$ cat config.mk
export PLATFORM = sky130hd
export DESIGN_NAME = sensor_digit_scanner_flat
export DESIGN_NICKNAME = d
export VERILOG_FILES = /design/src/rtl/sensor_digit_scanner_if.sv /design/src/rtl/sensor_digit_scanner.sv /design/src/flat_wrapper.sv
export SDC_FILE = /design/constraint.sdc
export NUM_CORES = 1
export LEC_CHECK = 0
export ABC_CLOCK_PERIOD_IN_PS = 2370
export CORE_ASPECT_RATIO = 1.2
export CORE_UTILIZATION = 50
export DETAILED_ROUTE_END_ITERATION = 8
export PLACE_DENSITY = 0.75
export SETUP_SLACK_MARGIN = 0.15
export SYNTH_ARGS = -nofsm -noshare
export SYNTH_HDL_FRONTEND = slang
export SYNTH_SLANG_ARGS = --single-unit
$ cat constraint.sdc
create_clock -name clk -period 2.37 [get_ports clk]
set_clock_uncertainty 0.2 [all_clocks]
set_input_delay 0.474 -clock clk [delete_from_list [all_inputs] [get_ports clk]]
set_output_delay 0.474 -clock clk [all_outputs]
set_load 0.1 [all_outputs]
$ cat src/rtl/sensor_digit_scanner_if.sv
// Sample/display bundle between the sensor front end and the digit scanner.
// The master side feeds readings and watches the display outputs.
interface sensor_digit_scanner_if;
  logic        sample_valid;
  logic [7:0]  sample_value;
  logic        busy;
  logic [11:0] bcd_latched;
  logic [7:0]  digit_value;
  logic [2:0]  digit_an;

  modport master (
    output sample_valid, sample_value,
    input  busy, bcd_latched, digit_value, digit_an
  );

  modport slave (
    input  sample_valid, sample_value,
    output busy, bcd_latched, digit_value, digit_an
  );
endinterface

$ cat src/rtl/sensor_digit_scanner.sv
// 8-bit reading -> 3 BCD digits via sequential double-dabble, then time-multiplexed
// onto a common-anode display feeding a registered 7-segment decoder.
module sensor_digit_scanner #(
  parameter int unsigned REFRESH_DIV = 50000,
  parameter int unsigned CNT_W       = 16,
  parameter bit          BLANK_LZ    = 1'b1
) (
  input  logic                   clk,
  input  logic                   rst_n,
  sensor_digit_scanner_if.slave  bus
);

  typedef enum logic [1:0] {IDLE, SHIFT, LATCH} state_e;

  state_e            state_q, state_d;
  logic [19:0]       shreg_q, shreg_d;
  logic [2:0]        iter_q, iter_d;
  logic              busy_q, busy_d;
  logic [11:0]       bcd_q, bcd_d;
  logic [CNT_W-1:0]  cnt_q, cnt_d;
  logic [1:0]        idx_q, idx_d;
  logic [3:0]        dv_q, dv_d;
  logic [2:0]        an_pre_q, an_pre_d;
  logic [2:0]        an_q, an_d;
  logic [19:0]       adj;
  logic              wrap;

  always_comb begin
    state_d = state_q;
    shreg_d = shreg_q;
    iter_d  = iter_q;
    busy_d  = busy_q;
    bcd_d   = bcd_q;
    adj     = shreg_q;
    case (state_q)
      IDLE: begin
        if (bus.sample_valid) begin
          shreg_d = {12'b0, bus.sample_value};
          iter_d  = '0;
          state_d = SHIFT;
          busy_d  = 1'b1;
        end
      end
      SHIFT: begin
        // Add-3 correction on every BCD nibble precedes the shift within one edge.
        for (int unsigned n = 0; n < 3; n++) begin
          if (adj[8+4*n +: 4] >= 4'd5)
            adj[8+4*n +: 4] = adj[8+4*n +: 4] + 4'd3;
        end
        shreg_d = {adj[18:0], 1'b0};
        iter_d  = iter_q + 3'd1;
        if (iter_q == 3'd7)
          state_d = LATCH;
      end
      LATCH: begin
        bcd_d   = shreg_q[19:8];
        state_d = IDLE;
        busy_d  = 1'b0;
      end
      default: state_d = IDLE;
    endcase
  end

  always_comb begin
    wrap  = (cnt_q == CNT_W'(REFRESH_DIV - 1));
    cnt_d = wrap ? '0 : cnt_q + 1'b1;
    idx_d = idx_q;
    if (wrap)
      idx_d = (idx_q == 2'd2) ? 2'd0 : idx_q + 2'd1;

    // Enable is computed alongside the digit, then delayed once more to match the decoder.
    case (idx_q)
      2'd0: begin
        dv_d     = bcd_q[3:0];
        an_pre_d = 3'b110;
      end
      2'd1: begin
        dv_d     = bcd_q[7:4];
        an_pre_d = (BLANK_LZ && bcd_q[11:4] == 8'd0) ? 3'b111 : 3'b101;
      end
      default: begin
        dv_d     = bcd_q[11:8];
        an_pre_d = (BLANK_LZ && bcd_q[11:8] == 4'd0) ? 3'b111 : 3'b011;
      end
    endcase
    an_d = an_pre_q;
  end

  always_ff @(posedge clk) begin
    if (!rst_n) begin
      state_q  <= IDLE;
      shreg_q  <= '0;
      iter_q   <= '0;
      busy_q   <= 1'b0;
      bcd_q    <= '0;
      cnt_q    <= '0;
      idx_q    <= '0;
      dv_q     <= '0;
      an_pre_q <= '1;
      an_q     <= '1;
    end else begin
      state_q  <= state_d;
      shreg_q  <= shreg_d;
      iter_q   <= iter_d;
      busy_q   <= busy_d;
      bcd_q    <= bcd_d;
      cnt_q    <= cnt_d;
      idx_q    <= idx_d;
      dv_q     <= dv_d;
      an_pre_q <= an_pre_d;
      an_q     <= an_d;
    end
  end

  assign bus.busy        = busy_q;
  assign bus.bcd_latched = bcd_q;
  assign bus.digit_value = {4'b0, dv_q};
  assign bus.digit_an    = an_q;

endmodule

$ cat src/flat_wrapper.sv
// flat-port wrapper written by rule: the top's interface ports become plain ports
module sensor_digit_scanner_flat 
#(
  parameter int unsigned REFRESH_DIV = 50000,
  parameter int unsigned CNT_W       = 16,
  parameter bit          BLANK_LZ    = 1'b1
)
  (clk, rst_n, bus_sample_valid, bus_sample_value, bus_busy, bus_bcd_latched, bus_digit_value, bus_digit_an);
  sensor_digit_scanner_if bus_i ();
  input  logic clk;
  input  logic rst_n;
  input wire logic [$bits(bus_i.sample_valid)-1:0] bus_sample_valid;
  input wire logic [$bits(bus_i.sample_value)-1:0] bus_sample_value;
  output wire logic [$bits(bus_i.busy)-1:0] bus_busy;
  output wire logic [$bits(bus_i.bcd_latched)-1:0] bus_bcd_latched;
  output wire logic [$bits(bus_i.digit_value)-1:0] bus_digit_value;
  output wire logic [$bits(bus_i.digit_an)-1:0] bus_digit_an;
  assign bus_i.sample_valid = bus_sample_valid;
  assign bus_i.sample_value = bus_sample_value;
  assign bus_busy = bus_i.busy;
  assign bus_bcd_latched = bus_i.bcd_latched;
  assign bus_digit_value = bus_i.digit_value;
  assign bus_digit_an = bus_i.digit_an;
  sensor_digit_scanner #(.REFRESH_DIV(REFRESH_DIV), .CNT_W(CNT_W), .BLANK_LZ(BLANK_LZ)) u_core (.clk(clk), .rst_n(rst_n), .bus(bus_i));
endmodule
==> impl_metrics.prom <==
# TYPE chip_impl_metric gauge
chip_impl_info{name="hp-class",value="flop to flop"} 1
chip_impl_metric{name="comb_power_share",unit="%"} 7.2
chip_impl_info{name="synth_top_area_cell",value="sky130_fd_sc_hd__dfxtp_1"} 1
chip_impl_metric{name="ctsHoldBuffers",unit=""} 0
chip_impl_metric{name="pwr_per_cell_area",unit="mW/mm^2"} 665.4
chip_impl_metric{name="yosys.cell_types.count",unit=""} 44
chip_impl_metric{name="clock_power_share",unit="%"} 42.3
chip_impl_metric{name="cp.buffers_inverters",unit=""} 1
chip_impl_info{name="rr_startpoint",value="u_core.shreg_q[13]"} 1
chip_impl_metric{name="filler_cell_count",unit=""} 477
chip_impl_metric{name="syn-mean-instance-area",unit="um^2"} 8.766
chip_impl_metric{name="floorplan.initialDensity",unit="%"} 51.53
chip_impl_metric{name="die_y",unit="um"} 85.45
chip_impl_info{name="timing.critical_path.slowest_stage_cell",value="sky130_fd_sc_hd__dfxtp_1"} 1
chip_impl_metric{name="timing.hold.ws",unit="ns"} 0.2082
chip_impl_metric{name="netlist_area",unit="mm^2"} 0.002902
chip_impl_info{name="worst_setup_path_end_kind",value="flop"} 1
chip_impl_metric{name="relSlewSlack",unit="%"} 63.90
chip_impl_metric{name="final_cell_area",unit="mm^2"} 0.003420
chip_impl_info{name="critical_path.startpoint_type",value="flop"} 1
chip_impl_metric{name="layout.cells.non_filler",unit=""} 433
chip_impl_metric{name="route.detailed.wl_per_inst",unit="um"} 12.78
chip_impl_metric{name="grt_first_pass_wirelength",unit="mm"} 9.487
chip_impl_metric{name="dr.pass1.iters",unit=""} 4
chip_impl_metric{name="sequentialPowerShare",unit="%"} 50.5
chip_impl_metric{name="final_layout_size_suffix_gt1_share",unit="%"} 14.09
chip_impl_metric{name="timing_hold_violations_final",unit=""} 0
chip_impl_metric{name="switching_power",unit="mW"} 0.5189
chip_impl_metric{name="ctsResizeCount",unit=""} 0
chip_impl_metric{name="setup_viol",unit=""} 0
chip_impl_metric{name="cts_post_setup_buffers_inserted",unit=""} 0
chip_impl_metric{name="fin_ws",unit="ns"} 0.5372
chip_impl_metric{name="setup_tns",unit="ns"} 0
chip_impl_info{name="hold_path_sink",value="u_core.bus.digit_an[0]"} 1
chip_impl_metric{name="clock_sink_count",unit=""} 66
chip_impl_metric{name="grt_pass1_vias",unit=""} 2102
chip_impl_info{name="status",value="complete, no violations"} 1
chip_impl_metric{name="critical-path-max-stage-delay",unit="ns"} 0.38
chip_impl_metric{name="antenna_violations_before_repair",unit=""} 0
chip_impl_metric{name="drc",unit=""} 0
chip_impl_metric{name="register_bit_count_reported_by_yosys",unit=""} 66
chip_impl_metric{name="drt_first_iter_violations",unit=""} 143
chip_impl_metric{name="ant_nets",unit=""} 0
chip_impl_metric{name="grt_start_max_net_pins",unit=""} 19
chip_impl_metric{name="worst_setup_hold_path_clk_slew",unit="ns"} 0.06
chip_impl_metric{name="fp_rows",unit=""} 30
chip_impl_metric{name="grt_util_all_layers",unit="%"} 20.00
chip_impl_metric{name="irDropWorstVdd",unit="mV"} 0.4210
chip_impl_info{name="yosys-top-cells-count",value="66 x sky130_fd_sc_hd__dfxtp_1, 58 x sky130_fd_sc_hd__nand2_1, 20 x sky130_fd_sc_hd__nor2_1, 17 x sky130_fd_sc_hd__nand3_1, 17 x sky130_fd_sc_hd__o21ai_0"} 1
chip_impl_metric{name="syn-instance-count",unit=""} 331
chip_impl_metric{name="core-area",unit="mm^2"} 0.005630
chip_impl_metric{name="p_leak",unit="nW"} 1.373
chip_impl_metric{name="dp.cells",unit=""} 418
chip_impl_metric{name="design.die.area",unit="mm^2"} 0.006113
chip_impl_metric{name="ys_async_sr_fraction",unit="%"} 0
chip_impl_metric{name="design_power_total",unit="mW"} 2.275
chip_impl_info{name="crit_type",value="flop to flop"} 1
chip_impl_metric{name="setup.reg_to_reg.worst_slack",unit="ns"} 0.54
chip_impl_info{name="top_ff_cell_synth",value="sky130_fd_sc_hd__dfxtp_1"} 1
chip_impl_metric{name="finish.utilization",unit="%"} 60.73
chip_impl_info{name="netlist_top_cells_area",value="sky130_fd_sc_hd__dfxtp_1 46%, sky130_fd_sc_hd__nand2_1 7.5%, sky130_fd_sc_hd__a21boi_0 3.9%"} 1
chip_impl_metric{name="internal-power",unit="mW"} 1.757
chip_impl_info{name="reg2reg_to",value="u_core.shreg_q[14]"} 1
chip_impl_metric{name="cts_buffers",unit=""} 9
chip_impl_metric{name="synth_edf_count",unit=""} 0
chip_impl_info{name="tritoncts",value="yes"} 1
chip_impl_metric{name="worst-endpoint-required",unit="ns"} 2.44
chip_impl_metric{name="clockBufferDepth",unit=""} 2
chip_impl_metric{name="placement.setup.worst_slack",unit="ns"} 0.3268
chip_impl_metric{name="finalMaxSlewViolations",unit=""} 0
chip_impl_metric{name="timing.final.crit_share",unit="%"} 77.33
chip_impl_metric{name="areaGrowthSynthToFinish",unit="%"} 17.85
chip_impl_metric{name="fmaxAchievable",unit="MHz"} 545.6
chip_impl_info{name="crit_chain",value="inv_1 -> ha_1 -> nand2b_1 -> a21oi_1 -> mux2_2 -> o21ai_0"} 1
chip_impl_info{name="unrepaired_setup_endpoints_after_global_routing",value="no"} 1
chip_impl_metric{name="finalWeightedCongestion",unit=""} 0.7766
chip_impl_metric{name="port_buffers",unit=""} 30
chip_impl_metric{name="total_cell_area_at_the_placement_stage",unit="mm^2"} 0.003216
chip_impl_metric{name="critPathMaxFanout",unit=""} 4
chip_impl_metric{name="num_antenna_cells",unit=""} 0
chip_impl_metric{name="worst-slew-pin-transition",unit="ns"} 0.5415
chip_impl_info{name="synthMostInstantiatedCell",value="sky130_fd_sc_hd__dfxtp_1"} 1
chip_impl_metric{name="route.detailed.vias_per_inst",unit=""} 5.254
chip_impl_metric{name="ys_warn_count",unit=""} 0
chip_impl_metric{name="synth_top_cell_area_share",unit="%"} 45.54
chip_impl_metric{name="maxCapViolCount",unit=""} 0
chip_impl_metric{name="vias",unit=""} 2275
chip_impl_metric{name="route.final.wire_length",unit="mm"} 5.532
chip_impl_info{name="worst_path_dominant_cell_family",value="compound AO/OA/AOI/OAI gates"} 1
chip_impl_metric{name="swShare",unit="%"} 22.81
chip_impl_metric{name="clkLatencyLatePin",unit="ns"} 0.34
chip_impl_metric{name="die-width",unit="um"} 71.54
chip_impl_metric{name="dpl.hpwl",unit="mm"} 3.953
chip_impl_metric{name="finalNetCount",unit=""} 385
chip_impl_metric{name="period_minus_slack",unit="ns"} 1.833
chip_impl_metric{name="floorplan.io_pins",unit=""} 35
chip_impl_metric{name="timing.critical_path.arrival",unit="ns"} 1.90
chip_impl_info{name="clock-root-buffer",value="sky130_fd_sc_hd__clkbuf_8"} 1
chip_impl_metric{name="rr_worst_depth",unit=""} 6
chip_impl_info{name="hold_start",value="u_core.an_d[0]"} 1
chip_impl_metric{name="worstHoldPathCells",unit=""} 1
chip_impl_metric{name="ctsHtreeMaxLevel",unit=""} 3
chip_impl_metric{name="grt_overflow",unit=""} 0
chip_impl_metric{name="synth.yosys.seq_area_share",unit="%"} 45.54
[placed cells by master (no fill, tap or decap), types with 2 or more instances in the layout]
master and n:
sky130_fd_sc_hd__o211a_1 8, sky130_fd_sc_hd__a21oi_1 4, sky130_fd_sc_hd__nand3_1 17, sky130_fd_sc_hd__o21bai_1 2, sky130_fd_sc_hd__nor3_1 7, sky130_fd_sc_hd__nand4_1 7
sky130_fd_sc_hd__nor4_1 3, sky130_fd_sc_hd__buf_4 30, sky130_fd_sc_hd__o21a_1 2, sky130_fd_sc_hd__a21boi_0 15, sky130_fd_sc_hd__and3_1 4, sky130_fd_sc_hd__clkbuf_8 12
sky130_fd_sc_hd__ha_1 9, sky130_fd_sc_hd__o21ai_0 17, sky130_fd_sc_hd__inv_1 9, sky130_fd_sc_hd__nand2_1 58, sky130_fd_sc_hd__nor2b_1 6, sky130_fd_sc_hd__nand2b_1 7
sky130_fd_sc_hd__and2_1 5, sky130_fd_sc_hd__or4_1 2, sky130_fd_sc_hd__conb_1 4, sky130_fd_sc_hd__clkdlybuf4s50_1 10, sky130_fd_sc_hd__mux2i_1 4, sky130_fd_sc_hd__xnor2_1 9
sky130_fd_sc_hd__nor2_1 20, sky130_fd_sc_hd__xor2_1 9, sky130_fd_sc_hd__mux2_2 3, sky130_fd_sc_hd__a22oi_1 4, sky130_fd_sc_hd__dfxtp_1 66
[state kept, by name, summed over array words and instances, names as in the netlist]
signal,flops
u_core.bus.bcd_latched,12
u_core.iter_q,3
u_core.bus.busy,1
u_core.state_q,2
u_core.dv_q,4
u_core.bus.digit_an,3
u_core.idx_q,2
u_core.an_d,3
u_core.shreg_q,20
u_core.cnt_q,16
[per-layer routing]
metal	wire length [um]	GRT usage, %	up-vias	share of wire [%]
li1	-	-	1191	-
met5	0	0	-	0
met3	160	3.682	12	2.9
met2	2728	33.59	41	49
met1	2484	23.18	1031	45
met4	159	13.01	0	2.9
[worst max path at each step]
stage	start	to	slack [ns]	cells after the start
global route	u_core.cnt_q[0]	u_core.cnt_q[3]	0.39	6
floorplan	u_core.bus.bcd_latched[8]	u_core.an_d[1]	0.68	2
CTS	u_core.shreg_q[13]	u_core.shreg_q[14]	0.55	6
finish	u_core.shreg_q[13]	u_core.shreg_q[14]	0.54	6
detailed placement	rst_n	u_core.idx_q[0]	0.33	5
global placement	rst_n	u_core.idx_q[0]	0.36	5
[final cells by class]
type / instances / area [um^2] / share of cell area [%]
timing repair buffer: 40 / 325.3 / 9.513
tap: 64 / 80.08 / 2.342
clock inverter: 2 / 35.03 / 1.025
multi-input combinational: 239 / 1455 / 42.55
inverter: 9 / 33.78 / 0.9879
clock buffer: 13 / 168.9 / 4.940
sequential: 66 / 1321 / 38.64
[power by group through the flow]
stage	clock network [mW]	logic [mW]	registers, mW
final	0.963	0.163	1.15
after global routing	1.04	0.182	1.15
after CTS	0.986	0.165	1.15
after detailed placement	0	0.165	1.17
after global placement	0	0.161	1.17
after floorplan	0	0.106	1.19
[logic make-up after synthesis]
logic type      Yosys count  share of synthesized area [%]
mux                       7                          2.544
compound gates           56                          13.37
xor+xnor                 18                          5.434
flops                    66                          45.54
simple gates            145                          24.41
buf+inv                  29                          4.700
fa+ha+maj                 9                          3.881
other cells               1                         0.1292
No activity file was read; power rests on OpenSTA's default activity.
